$ cat src/rtl/fre_seq.sv
//==============================================================================
// Module   : fre_seq
// Brief    : Frequency-meter measurement sequencer (clear -> gate -> latch ->
//            report) with selectable gate length, sticky overflow capture and
//            a valid/ready result handshake. Define FRE_CONT_EN to add the
//            `cont` port for continuous back-to-back re-arming.
// Revision : 1.0 - initial release
//==============================================================================
`timescale 1ns/1ps
`default_nettype none

module fre_seq #(
    parameter int GATE_CYCLES = 1000
) (
    input  logic       clk,
    input  logic       rst,
    input  logic       start,
    input  logic       abort,
    input  logic [1:0] range,
`ifdef FRE_CONT_EN
    input  logic       cont,
`endif
    input  logic       cnt_ovf,
    input  logic       meas_ready,
    output logic       count_en,
    output logic       count_clr,
    output logic       load,
    output logic       meas_valid,
    output logic       ovf,
    output logic       busy
);

    localparam int CW = (GATE_CYCLES > 1) ? $clog2(GATE_CYCLES) : 1;
    localparam logic [CW-1:0] LEN0_M1 = CW'(GATE_CYCLES - 1);
    localparam logic [CW-1:0] LEN1_M1 = CW'(GATE_CYCLES / 10 - 1);
    localparam logic [CW-1:0] LEN2_M1 = CW'(GATE_CYCLES / 100 - 1);

    typedef enum logic [2:0] {
        ST_IDLE   = 3'd0,
        ST_CLEAR  = 3'd1,
        ST_GATE   = 3'd2,
        ST_LATCH  = 3'd3,
        ST_REPORT = 3'd4
    } state_t;

    state_t          state_q, state_d;
    logic [CW-1:0]   gate_cnt_q, gate_cnt_d;
    logic [CW-1:0]   gate_len_m1;
    logic [1:0]      range_q, range_d;
    logic            sticky_q, sticky_d;
    logic            count_en_q, count_en_d;
    logic            count_clr_q, count_clr_d;
    logic            load_q, load_d;
    logic            meas_valid_q, meas_valid_d;
    logic            ovf_q, ovf_d;
    logic            busy_q, busy_d;
    logic            rearm;

`ifdef FRE_CONT_EN
    assign rearm = cont;
`else
    assign rearm = 1'b0;
`endif

    always_comb begin
        case (range_q)
            2'd1:    gate_len_m1 = LEN1_M1;
            2'd2:    gate_len_m1 = LEN2_M1;
            default: gate_len_m1 = LEN0_M1;
        endcase
    end

    always_comb begin
        state_d    = state_q;
        gate_cnt_d = gate_cnt_q;
        range_d    = range_q;
        sticky_d   = sticky_q;

        case (state_q)
            ST_IDLE: begin
                range_d = range;
                if (start) state_d = ST_CLEAR;
            end
            ST_CLEAR: begin
                gate_cnt_d = gate_len_m1;
                sticky_d   = 1'b0;
                state_d    = ST_GATE;
            end
            ST_GATE: begin
                sticky_d = sticky_q | cnt_ovf;
                // Counter parks at zero; it is only reloaded in CLEAR.
                if (gate_cnt_q == '0) state_d = ST_LATCH;
                else                  gate_cnt_d = gate_cnt_q - CW'(1);
            end
            ST_LATCH: begin
                state_d = ST_REPORT;
            end
            ST_REPORT: begin
                if (meas_ready) state_d = rearm ? ST_CLEAR : ST_IDLE;
            end
            default: state_d = ST_IDLE;
        endcase

        if (abort) state_d = ST_IDLE;

        // Outputs are the registered decode of the state being entered.
        count_en_d   = (state_d == ST_GATE);
        count_clr_d  = (state_d == ST_IDLE) || (state_d == ST_CLEAR);
        load_d       = (state_d == ST_LATCH);
        meas_valid_d = (state_d == ST_REPORT);
        busy_d       = (state_d != ST_IDLE);
        ovf_d        = 1'b0;
        if (state_d == ST_REPORT)
            ovf_d = (state_q == ST_LATCH) ? sticky_q : ovf_q;
    end

    always_ff @(posedge clk or negedge rst) begin
        if (!rst) begin
            state_q      <= ST_IDLE;
            gate_cnt_q   <= '0;
            range_q      <= 2'd0;
            sticky_q     <= 1'b0;
            count_en_q   <= 1'b0;
            count_clr_q  <= 1'b1;
            load_q       <= 1'b0;
            meas_valid_q <= 1'b0;
            ovf_q        <= 1'b0;
            busy_q       <= 1'b0;
        end else begin
            state_q      <= state_d;
            gate_cnt_q   <= gate_cnt_d;
            range_q      <= range_d;
            sticky_q     <= sticky_d;
            count_en_q   <= count_en_d;
            count_clr_q  <= count_clr_d;
            load_q       <= load_d;
            meas_valid_q <= meas_valid_d;
            ovf_q        <= ovf_d;
            busy_q       <= busy_d;
        end
    end

    assign count_en   = count_en_q;
    assign count_clr  = count_clr_q;
    assign load       = load_q;
    assign meas_valid = meas_valid_q;
    assign ovf        = ovf_q;
    assign busy       = busy_q;

endmodule

`default_nettype wire

$ cat config.mk
export PLATFORM = sky130hd
export DESIGN_NAME = fre_seq
export DESIGN_NICKNAME = d
export VERILOG_FILES = /design/src/rtl/fre_seq.sv
export SDC_FILE = /design/constraint.sdc
export NUM_CORES = 1
export LEC_CHECK = 0
export ABC_AREA = 1
export CAP_MARGIN = 40
export CORE_AREA = 2 2 54 56
export CTS_CLUSTER_DIAMETER = 150
export DETAILED_ROUTE_END_ITERATION = 7
export DIE_AREA = 0 0 56 58
export DONT_BUFFER_PORTS = 1
export SKIP_CTS_REPAIR_TIMING = 1
export SLEW_MARGIN = 20
export SYNTH_ARGS = -nofsm -noshare
export SYNTH_HDL_FRONTEND = slang
export SYNTH_SLANG_ARGS = --single-unit
$ cat constraint.sdc
create_clock -name clk -period 1.9 [get_ports clk]
set_input_delay 0.19 -clock clk [delete_from_list [all_inputs] [get_ports clk]]
set_output_delay 0.19 -clock clk [all_outputs]
set_load 0.02 [all_outputs]
==> flow_summary.toml <==
[outcome]
status = "complete, no violations"

[global_route]
grt_pass1_wl_um = 4410
antenna_found_initial = 0
grt_max_degree = 23
grt_pass1_vias = 985
grt_use_total_pct = 17.4
gr-total-overflow = 0

[critical_path]
start_kind = "flip-flop"
crit_type = "reg2reg"
cp-end-kind = "flip-flop"
cp.arrival_ps = 1900
crit_required_ps = 2110
cp_num_buf_inv = 3
crit_path_max_incr_delay_ps = 410
crit_top_cell = "nand2_1"
cp_cell_sequence = "inv_1 > ha_1 > inv_1 > nor2_1 > nand2_1 > inv_1 > nand3_1 > nand3_1 > nand2_1 > nand2_1 > nand2_1"
path_max_fanout = 8
slowest_stage = "dfrtp_1"
crit_family = "simple AND/OR/NAND/NOR gates"

[pwr]
swShare_pct = 37.7
p_per_area_nw_per_um2 = 1100
power_frac_seq_pct = 43.1
combPwrFrac_pct = 33.5
power_switching_uw = 582
clkPwrFrac_pct = 23.3
leakage_nw = 0.701
peakVddDrop_uv = 635
internal-power_uw = 962

[place]
post-dp-hpwl_um = 1920
place_inst = 186
dpl_cell_area_um2 = 1290
gp_congestion = 0.811
place_ws_ps = 251
numPortBuffers = 0

[sta]
fmax_mhz = 591
tns_ps = 0
hold_viol = 0
min_period_over_period_pct = 89.0
skew_ps = 2.33
finalCriticalPeriod_ps = 1690
fin_ws_ps = 209
slew_violations = 0
setup_viol = 0
relSlewSlack_pct = 81.0
worstMarginPinSlew_ps = 285
rsz0062_at_grt = "no"

[yosys]
syn-cell-area_um2 = 1260
synthCells = 156
synth_edf_count = 0
yosysSeqAreaShare_pct = 43.7
synth_fp_nets = 168
synth_commonest_cells = "nand2_1, dfrtp_1, inv_1, nand3_1, nor2_1"
synth_area_per_cell_um2 = 8.10
synth-main-ff-cell = "dfrtp_1"
synth_largest_area_cell = "dfrtp_1"
yosys_warnings = 0
synth_area_leaders = "dfrtp_1, nand2_1, nand3_1, inv_1, nor2_1"
yosys.cell_count.top_type = "nand2_1"
ys_ff_latch = 22
ys_types = 26
synthArstFlopShare_pct = 100
yosysTopAreaCellShare_pct = 41.6

[final_layout]
syn2layout_area_growth_pct = 10.8
drive_gt1_share_pct = 17.7
multi_input_area_um2 = 607
stdcell_area_um2 = 1400
diodes = 0
fin_cells = 195
final_nets = 177
seq_area_um2 = 552
num-fill-cells = 270

[route]
antenna_left = 0
drc = 0
vias_per_cell = 5.14
wire_per_inst_um = 13.0
dr.pass1.iters = 4
wirelength_um = 2540
vias = 1003
first_iter_violations = 57

[cts]
cts_tree = "built"
cts-buffers-inserted = 3
numClockSinks = 22
clock-root-buffer = "clkbuf_4"
clk_latency_ps = 310
clkTransAtPathRegs_ps = 130
clockBufferDepth = 2
htree_levels = 1

[die]
fp.dieH_um = 58
core-area_um2 = 2660
io_pins = 14
dieArea_um2 = 3250
die_w_um = 56
initial_core_util_pct = 47.5
rows = 19

[flow_run]
cap_violations = 0

[hold_path]
hold_class = "in2reg"
[flip-flops by register name (all words and copies together), names as in the netlist]
| signal | count |
|---|---|
| gate_cnt_q | 10 |
| state_q | 3 |
| range_q | 2 |
| busy | 1 |
| count_clr | 1 |
| count_en | 1 |
| load | 1 |
| meas_valid | 1 |
| ovf | 1 |
| sticky_q | 1 |
[through the flow]
step                      utilization [%]  hold slack (ps)  total power, mW
after floorplan                         -             -106             1.06
after global placement               48.4             -105             1.15
after detailed placement             48.4             -105             1.16
after CTS                            50.3             -456             1.53
after global routing                 52.6             46.7             1.66
final                                52.6             32.0             1.54
[worst reg2reg max path: cells and delay by family, from the launching register on]
family                     cells  cell delay, ps
buffers and inverters          3             340
adders and majority gates      1             220
DFF                            1             410
and+or+nand+nor                7             610
[kinds of logic after synthesis]
logic type / after synthesis / share of synthesized area, %
simple gates: 86 / 33.4
buf+inv: 24 / 8.32
flops: 22 / 43.7
compound gates: 18 / 9.11
fa+ha+maj: 4 / 3.96
xor+xnor: 1 / 0.693
mux: 1 / 0.891
[final cells by class]
class	instances	share of cell area (%)
Timing Repair Buffer	6	4.83
Tap cell	31	2.77
Clock inverter	1	2.14
Inverter	22	5.90
Multi-Input combinational cell	110	43.3
Sequential cell	22	39.4
Clock buffer	3	1.61
[worst paths after layout]
path	from	to	slack (ps)	cells past startpoint
worst max-delay path	gate_cnt_q[0]	gate_cnt_q[6]	210	11
worst min-delay path	range[0]	range_q[0]	30	2
worst max register to register	gate_cnt_q[0]	gate_cnt_q[6]	210	11
worst min register to register	sticky_q	ovf	540	2
max in group asynchronous	rst	count_clr	1400	2
min in group asynchronous	rst	gate_cnt_q[6]	290	2
[metal layers]
| metal | track usage, % | vias to the layer above | part of all wire [%] |
|---|---|---|---|
| li1 | - | 512 | - |
| met1 | 23.3 | 470 | 47 |
| met2 | 29.1 | 16 | 49 |
| met3 | 2.90 | 5 | 2.9 |
| met4 | 6.12 | 0 | 1.4 |
| met5 | 0 | - | 0 |
[layout by cell type (no fill, tap or decap), types with 3 or more instances in the layout]
master,netlist,routed
nand2_1,37,37
dfrtp_1,21,21
inv_1,20,20
nand3_1,18,18
nor2_1,14,14
o21ai_0,6,6
a21oi_1,5,5
nand2_2,4,4
o21ai_2,4,4
ha_1,4,4
dlygate4sd3_1,0,4
nor2_2,3,3
clkbuf_4,0,3
[power groups by stage]
stage / registers, mW / clock network (mW) / logic (mW)
final: 0.666 / 0.360 / 0.518
after CTS: 0.664 / 0.371 / 0.494
after floorplan: 0.652 / 0 / 0.406
after detailed placement: 0.673 / 0 / 0.491
after global placement: 0.669 / 0 / 0.481
after global routing: 0.680 / 0.386 / 0.593
(Power assumes the default switching activity.)
